**src/rtl/tlc_pkg.sv**
```systemverilog
// Shared lamp codes, phase encodings and round-robin grant helper for the traffic controller.
// Latency: n/a (combinational helpers only).  Backpressure: n/a.
// Lamp and phase codes here are the external encodings seen on lights/phase.
package tlc_pkg;

  localparam logic [1:0] LAMP_GREEN  = 2'b00;
  localparam logic [1:0] LAMP_YELLOW = 2'b01;
  localparam logic [1:0] LAMP_RED    = 2'b10;

  typedef enum logic [1:0] {
    PH_GREEN  = 2'd0,
    PH_YELLOW = 2'd1,
    PH_ALLRED = 2'd2,
    PH_WALK   = 2'd3
  } phase_e;

  // First requesting direction after cur (wrapping); cur+1 when nobody else requests.
  function automatic logic [2:0] rr_next(input logic [7:0] req, input logic [2:0] cur, input int n);
    logic [2:0] res;
    logic       found;
    int         idx;
    res   = 3'((int'(cur) + 1) % n);
    found = 1'b0;
    for (int i = 1; i < 8; i++) begin
      idx = (int'(cur) + i) % n;
      if (!found && i < n && req[idx[2:0]]) begin
        res   = idx[2:0];
        found = 1'b1;
      end
    end
    return res;
  endfunction

endpackage

```
**src/rtl/tlc_phase_timer.sv**
```systemverilog
// Phase timer: synchronous clear, increment, saturate at SAT.
// Latency: count visible one cycle after the edge.  Backpressure: none.
module tlc_phase_timer #(
  parameter int W   = 5,
  parameter int SAT = 15
) (
  input  logic         clk,
  input  logic         reset_n,
  input  logic         clr,
  output logic [W-1:0] cnt
);

  always_ff @(posedge clk or negedge reset_n) begin
    if (!reset_n) begin
      cnt <= '0;
    end else if (clr) begin
      cnt <= '0;
    end else if (cnt != W'(SAT)) begin
      cnt <= cnt + 1'b1;
    end
  end

endmodule

```
**src/rtl/traffic_ctrl_multi.sv**
```systemverilog
// Round-robin Moore traffic-light controller for NUM_DIR approaches; optional walk phase via TLC_PED_EN.
// Latency: lamps decoded from registers only, change one cycle after the deciding edge.
// Backpressure: none; sensors are sampled levels, green held MIN_GREEN..MAX_GREEN when contested.
module traffic_ctrl_multi
  import tlc_pkg::*;
#(
  parameter int NUM_DIR    = 2,
  parameter int MIN_GREEN  = 4,
  parameter int MAX_GREEN  = 16,
  parameter int YEL_CYC    = 3,
  parameter int ALLRED_CYC = 2,
  parameter int WALK_CYC   = 8
) (
  input  logic                       clk,
  input  logic                       reset_n,
  input  logic [NUM_DIR-1:0]         tsens,
  output logic [2*NUM_DIR-1:0]       lights,
  output logic [1:0]                 phase,
  output logic [$clog2(NUM_DIR)-1:0] cur_dir
`ifdef TLC_PED_EN
  ,
  input  logic                       ped_req,
  output logic                       walk
`endif
);

  localparam int CW = $clog2(NUM_DIR);
  localparam int TW = $clog2(MAX_GREEN + 1);

  localparam logic [TW-1:0]      T_MIN    = TW'(MIN_GREEN - 1);
  localparam logic [TW-1:0]      T_MAX    = TW'(MAX_GREEN - 1);
  localparam logic [TW-1:0]      T_YEL    = TW'(YEL_CYC - 1);
  localparam logic [TW-1:0]      T_ALLRED = TW'((ALLRED_CYC > 0) ? ALLRED_CYC - 1 : 0);
  localparam logic [TW-1:0]      T_WALK   = TW'(WALK_CYC - 1);
  localparam logic [NUM_DIR-1:0] ONE      = NUM_DIR'(1);

  phase_e          phase_q, phase_d;
  logic [CW-1:0]   cur_q, cur_d, nxt_q, nxt_d, nxt_ok;
  logic [TW-1:0]   timer;
  logic            ped_pend;
  logic            other_req, dir_bad, nxt_bad;

  tlc_phase_timer #(
    .W   (TW),
    .SAT (MAX_GREEN - 1)
  ) u_timer (
    .clk     (clk),
    .reset_n (reset_n),
    .clr     (phase_d != phase_q),
    .cnt     (timer)
  );

  always_ff @(posedge clk or negedge reset_n) begin
    if (!reset_n) begin
      phase_q <= PH_GREEN;
      cur_q   <= '0;
      nxt_q   <= '0;
    end else begin
      phase_q <= phase_d;
      cur_q   <= cur_d;
      nxt_q   <= nxt_d;
    end
  end

`ifdef TLC_PED_EN
  // Sticky until walk is entered; a request during walk re-arms for the next round.
  always_ff @(posedge clk or negedge reset_n) begin
    if (!reset_n) begin
      ped_pend <= 1'b0;
    end else begin
      ped_pend <= ped_req | (ped_pend & ~((phase_d == PH_WALK) && (phase_q != PH_WALK)));
    end
  end
  assign walk = (phase_q == PH_WALK);
`else
  assign ped_pend = 1'b0;
`endif

  assign dir_bad   = (32'(cur_q) >= NUM_DIR);
  assign nxt_bad   = (32'(nxt_q) >= NUM_DIR);
  assign nxt_ok    = nxt_bad ? '0 : nxt_q;
  assign other_req = (|(tsens & ~(ONE << cur_q))) | ped_pend;

  always_comb begin
    phase_d = phase_q;
    cur_d   = cur_q;
    nxt_d   = nxt_q;
    if (dir_bad) begin
      phase_d = PH_ALLRED;
    end else begin
      case (phase_q)
        PH_GREEN: begin
          if (timer >= T_MIN && other_req && (!tsens[cur_q] || timer == T_MAX)) begin
            phase_d = PH_YELLOW;
            nxt_d   = CW'(rr_next(8'(tsens), 3'(cur_q), NUM_DIR));
          end
        end
        PH_YELLOW: begin
          if (timer == T_YEL) begin
            if (ALLRED_CYC > 0) begin
              phase_d = PH_ALLRED;
            end else if (ped_pend) begin
              phase_d = PH_WALK;
            end else begin
              phase_d = PH_GREEN;
              cur_d   = nxt_ok;
            end
          end
        end
        PH_ALLRED: begin
          // Also the landing phase after an illegal state, so timer may be anywhere.
          if (timer >= T_ALLRED) begin
            if (ped_pend) begin
              phase_d = PH_WALK;
            end else begin
              phase_d = PH_GREEN;
              cur_d   = nxt_ok;
            end
          end
        end
        PH_WALK: begin
`ifdef TLC_PED_EN
          if (timer == T_WALK) begin
            phase_d = PH_GREEN;
            cur_d   = nxt_ok;
          end
`else
          phase_d = PH_ALLRED;
`endif
        end
        default: phase_d = PH_ALLRED;
      endcase
    end
  end

  always_comb begin
    lights = {NUM_DIR{LAMP_RED}};
    if (!dir_bad) begin
      for (int i = 0; i < NUM_DIR; i++) begin
        if (32'(cur_q) == i) begin
          if (phase_q == PH_GREEN) begin
            lights[2*i +: 2] = LAMP_GREEN;
          end else if (phase_q == PH_YELLOW) begin
            lights[2*i +: 2] = LAMP_YELLOW;
          end
        end
      end
    end
  end

  assign phase   = phase_q;
  assign cur_dir = cur_q;

endmodule

```
**config.mk**
```make
export PLATFORM = sky130hd
export DESIGN_NAME = traffic_ctrl_multi
export DESIGN_NICKNAME = d
export VERILOG_FILES = /design/src/rtl/tlc_pkg.sv /design/src/rtl/tlc_phase_timer.sv /design/src/rtl/traffic_ctrl_multi.sv
export SDC_FILE = /design/constraint.sdc
export NUM_CORES = 1
export LEC_CHECK = 0
export BUFFER_PORTS_ARGS = -buffer_cell sky130_fd_sc_hd__buf_2
export CAP_MARGIN = 0
export CORE_AREA = 2 2 39 41
export DETAILED_ROUTE_END_ITERATION = 7
export DIE_AREA = 0 0 41 43
export GPL_TIMING_DRIVEN = 0
export PLACE_DENSITY = 0.7
export SLEW_MARGIN = 20
export SYNTH_ARGS = -nofsm -noshare
export SYNTH_HDL_FRONTEND = slang
export SYNTH_SLANG_ARGS = --single-unit
```
**constraint.sdc**
```tcl
create_clock -name clk -period 4.8 [get_ports clk]
set_input_delay 1.2 -clock clk [delete_from_list [all_inputs] [get_ports clk]]
set_output_delay 1.2 -clock clk [all_outputs]
set_load 0.01 [all_outputs]
```
=== Yosys cells after proc, flatten, opt, wreduce, memory -nomap -nowiden ===
Cells that the tools add are included.

* Flip-flop bits (word level): 9
* Bits in latches: 0
* Bits in writable memories: 0
* Memory bits (read-only): 0
* Logic and storage cells: 40
* Memories: 0

* Add/subtract/negate cells: 2
* $mul: 0
* Div/mod/pow operators: 0
* $lt $le $gt $ge: 3
* Equality and inequality tests: 7
* Shifts and indexed selects: 1
* Muxes and demuxes: 12
* Bitwise gates (word level): 2
* Reductions and logical operators: 9

{| class="wikitable"
|+ Operators with widths
! operator !! count
|-
| $mux W2 || 7
|-
| $mux W5 || 2
|-
| $pmux W2 S4 || 1
|-
| $add A5 B1 Y5 const B || 1
|-
| $eq A5 B2 Y1 const B || 1
|-
| $eq A5 B4 Y1 const B || 1
|-
| $ge A5 B1 Y1 const B || 1
|-
| $ge A5 B2 Y1 const B || 1
|-
| $ne A5 B4 Y1 const B || 1
|-
| $eq A2 B2 Y1 const B || 2
|-
| $reduce_and A2 Y1 || 2
|-
| $and A2 B2 Y2 || 1
|-
| $eq A2 B1 Y1 const B || 1
|-
| $logic_and A1 B1 Y1 || 2
|-
| $logic_not A2 Y1 || 1
|-
| $lt A1 B2 Y1 const B || 1
|-
| $mux W1 || 2
|-
| $ne A2 B2 Y1 || 1
|-
| $not A2 Y2 || 1
|-
| $reduce_bool A2 Y1 || 1
|-
| $reduce_or A2 Y1 || 1
|-
| $shl A1 B1 Y2 const A || 1
|-
| $add A1 B1 Y1 const B || 1
|-
| $logic_not A1 Y1 || 1
|-
| $logic_or A1 B1 Y1 || 1
|}

=== Longest topological paths before layout ===
* Depth in word-level cells: 10
* Gate-level depth with buffers: 8
* Mapped depth without buffers: 7

=== By module ===
From an unflattened synthesis, not the netlist that was laid out.

* Cells, all modules: 55
* Area, all modules: 550.5 µm²

{| class="wikitable"
|+ By module, submodules not included
! module !! instances !! cells an instance !! area an instance (µm²) !! seq. area each (µm²)
|-
| traffic_ctrl_multi || 1 || 33 || 311.5 || 100.1
|-
| tlc_phase_timer || 1 || 22 || 239.0 || 125.1
|}

=== Worst setup path before layout ===
Ideal clock, no wire load.

* Path type: input -> register
* From: in tsens[0]
* To: reg nxt_q, in the netlist nxt_ok
* Library setup time: 125 ps
* Arrival: 1996 ps
* Data required time: 4675 ps
* Setup slack: 2679 ps
* Stages: 4
* Path buffers: 0
* Cells stage by stage: nor2b_1 o32ai_1 nand3_1 mux2_2

* Cells in the longest elaborated chain, start to end: 6
* Elaborated cells on any way between the ends: 9

{| class="wikitable"
|+ RTL lines
! what !! RTL line !! text
|-
| from (decl) || traffic_ctrl_multi.sv:16 || <nowiki>input logic [NUM_DIR-1:0] tsens,</nowiki>
|-
| $mux W1 (implied by the code) (2 in series) || traffic_ctrl_multi.sv:93 || <nowiki>if (timer >= T_MIN && other_req && (!tsens[cur_q] || timer == T_MAX)) begin</nowiki>
|-
| $logic_not A1 Y1 || traffic_ctrl_multi.sv:93 ||
|-
| $logic_or A1 B1 Y1 || traffic_ctrl_multi.sv:93 ||
|-
| $logic_and A1 B1 Y1 * || traffic_ctrl_multi.sv:93 ||
|-
| $reduce_and A2 Y1 (no source line) * || n/a ||
|-
| to (signal assigned) || traffic_ctrl_multi.sv:61 || <nowiki>nxt_q <= nxt_d;</nowiki>
|-
| to (decl) || traffic_ctrl_multi.sv:38 || <nowiki>logic [CW-1:0] cur_q, cur_d, nxt_q, nxt_d, nxt_ok;</nowiki>
|}

Every way passes the cells marked *; elsewhere a longest branch is shown, timed or not. The select of a mux whose other input is x is not followed.
A chain may end at the register's enable or synchronous reset.

=== Worst setup path in the final report ===
* From: reg cur_q, in the netlist cur_dir
* To: out lights[1]

* Cells in the longest elaborated chain, start to end: 1

{| class="wikitable"
|+ RTL lines
! what !! RTL line !! text
|-
| from (decl) || traffic_ctrl_multi.sv:38 ||
|-
| from (signal assigned) || traffic_ctrl_multi.sv:60 || <nowiki>cur_q <= cur_d;</nowiki>
|-
| $mux W2 || traffic_ctrl_multi.sv:140 || <nowiki>if (32'(cur_q) == i) begin</nowiki>
|-
| to (decl) || traffic_ctrl_multi.sv:17 || <nowiki>output logic [2*NUM_DIR-1:0] lights,</nowiki>
|}

No other way between the ends.

==> run metrics <==
RSZ-0062 raised after global routing no; sequential share of the synthesized area 0.392; VDD IR max around 230 uV; WL per Instance roughly 11 um; Setup CP Type flip-flop to output pin; CTS clk-pin slew, worst paths about 60 ps; final hold violations 0; total core area ~1400 um^2; Area Growth Syn to Fin 16.8%; status complete, no violations; antenna diode count 0; final-report max-slew violation count 0; pin count of the biggest net entering global routing 10; CTS hold repair buffers 0; Ys Warns 0; share of layout cells above drive strength 1 0.247; H-tree level count 1; clk sinks 9; max_cap viols 0; Post-layout nets 86; Crit path arrival time 1160 ps; WL met2 537 um; pwr/cell area about 630 nW/um^2; Cell Area, Synth approximately 570 um^2; Worst Setup Slack, final ~2400 ps; insertion delay to the later sink of the worst-skew pair between 200 and 300 ps; DR DRC count 0; # setup viols final 0; CP max FO 8; DR iter-0 viols 11; pre-CTS setup slack between 2000 and 2500 ps; detail-routed via count per cell between 5 and 6; Std-Cell Rows 14; worst slew pin tran ~530 ps; CP Launch Type flip-flop; CTS tree done; CTS Buf Count 3; final period utilization 0.492; hpwl dp between 800 and 900 um; total power 0.420 mW; aggregate global-route resource usage 0.158; WL final approximately 1100 um; Root Driver clkbuf_4; first-pass GRT wire length roughly 1800 um; fmax 424 MHz; Antenna Violating Nets Remaining 0; post-CTS setup repair buffer count 0; CP endpoint kind output pin; Post-CTS Resized 0; number of detailed-route iterations in the first pass 4; Vias 495; Ports 11; total gr overflow 0; starting density of the core 0.415; M1 WL 455 um; Die Y 43 um; synthesized area per cell between 9 and 10 um^2; WHS just over 500 ps; number of global-route vias before repair between 400 and 500; # port buffers 10; top cell type's share of synthesized area 0.392; WL met3 about 23 um; Gate Count Post-Synth between 60 and 70; slew margin rel. 0.644; top sig layer met4; FF+latch count, synth 9; minimum clock period 2360 ps; P_leak roughly 0.35 nW; dominant cells by area after synthesis dfrtp_1, ha_1, nor2b_1; count of cell types in the netlist 28; Final Wtd Congestion approximately 0.77; clk buf depth 2; Hold Path Class flip-flop to flip-flop; Post-Syn Nets between 70 and 80; Worst Skew approximately 3.8 ps; Setup TNS Final 0 ps; Die Footprint approximately 1800 um^2; most frequent cells in the layout buf_2, dfrtp_1, a21oi_1; leading cell type in the layout, fill and taps excluded buf_2; initial antenna violation count 0; area leader, netlist dfrtp_1; Die X between 40 and 50 um; Worst EP required ~3600 ps
==> layout make-up <==
| cell class | count | area, um^2 |
|---|---|---|
| inverters | 5 | 18.8 |
| repair buffers | 10 | 50.0 |
| flip-flops and latches | 9 | 225 |
| fillers | 147 | 713 |
| clock buffers | 4 | 26.3 |
| plain buffers | 1 | 5.00 |
| multi-input cells | 48 | 325 |
| well taps | 16 | 20.0 |
==> flip-flops by register name (all words and copies together) (netlist names) <==
name / count
u_timer.cnt: 5
phase: 2
cur_dir: 1
nxt_ok: 1
==> routing by layer <==
| layer | up-vias | GRT usage |
|---|---|---|
| li1 | 244 | - |
| met4 | 0 | 0.140 |
| met3 | 5 | 0.0157 |
| met5 | - | 0 |
| met2 | 11 | 0.253 |
| met1 | 235 | 0.169 |
==> cell usage after synthesis, drive strengths merged <==
cell type and instances:
xnor2 2, nor2 5, nand2b 2, nand2 3, xor2 1, dfrtp 9, a211o 1, ha 4
and2 1, or4 1, buf 1, nor4 1, a21oi 6, nor2b 5, or2 1, mux2 2
nor3 1, or3 2, and3 2, inv 5, a21boi 1, nand3b 1, o21ai 2, o32ai 1
a21o 1, nand3 2
==> critical path, stage by stage (launching register included) <==
cell,delay (ps)
dfrtp_1,440
or2_2,310
buf_2,140
==> stage by stage <==
step                 util  instance area [um^2]  instances
detailed placement  0.466                   644         89
global route        0.485                   671         93
finish              0.485                   671         93
CTS                 0.485                   671         93
floorplan               -                   574         63
global placement    0.466                   644         89
==> where the power goes <==
group	internal [mW]	switching, mW	total, mW
sequential	0.107	0.0431	0.150
clock	0.0322	0.0289	0.0610
combinational	0.104	0.105	0.209
==> path summary, 6_finish.rpt <==
path                       slack, ps  cells after the start             end            from
hold reg to reg                  510                      1          nxt_ok          nxt_ok
setup / recovery                2440                      2       lights[1]         cur_dir
setup reg to reg                2660                      8          nxt_ok  u_timer.cnt[1]
max in group asynchronous       3830                      1  u_timer.cnt[4]         reset_n
min in group asynchronous        780                      1          nxt_ok         reset_n
hold / removal                   510                      1          nxt_ok          nxt_ok
==> cells by family after synthesis <==
logic type	count (synthesis)	synth area share
muxes	2	0.0392
DFF	9	0.392
adders and majority gates	4	0.0871
xor gates and xnor gates	3	0.0458
and+or+nand+nor	27	0.268
AOI/OAI and AO/OA	12	0.126
buffers and inverters	6	0.0414
Note: power is estimated with default switching activity, not from simulation.
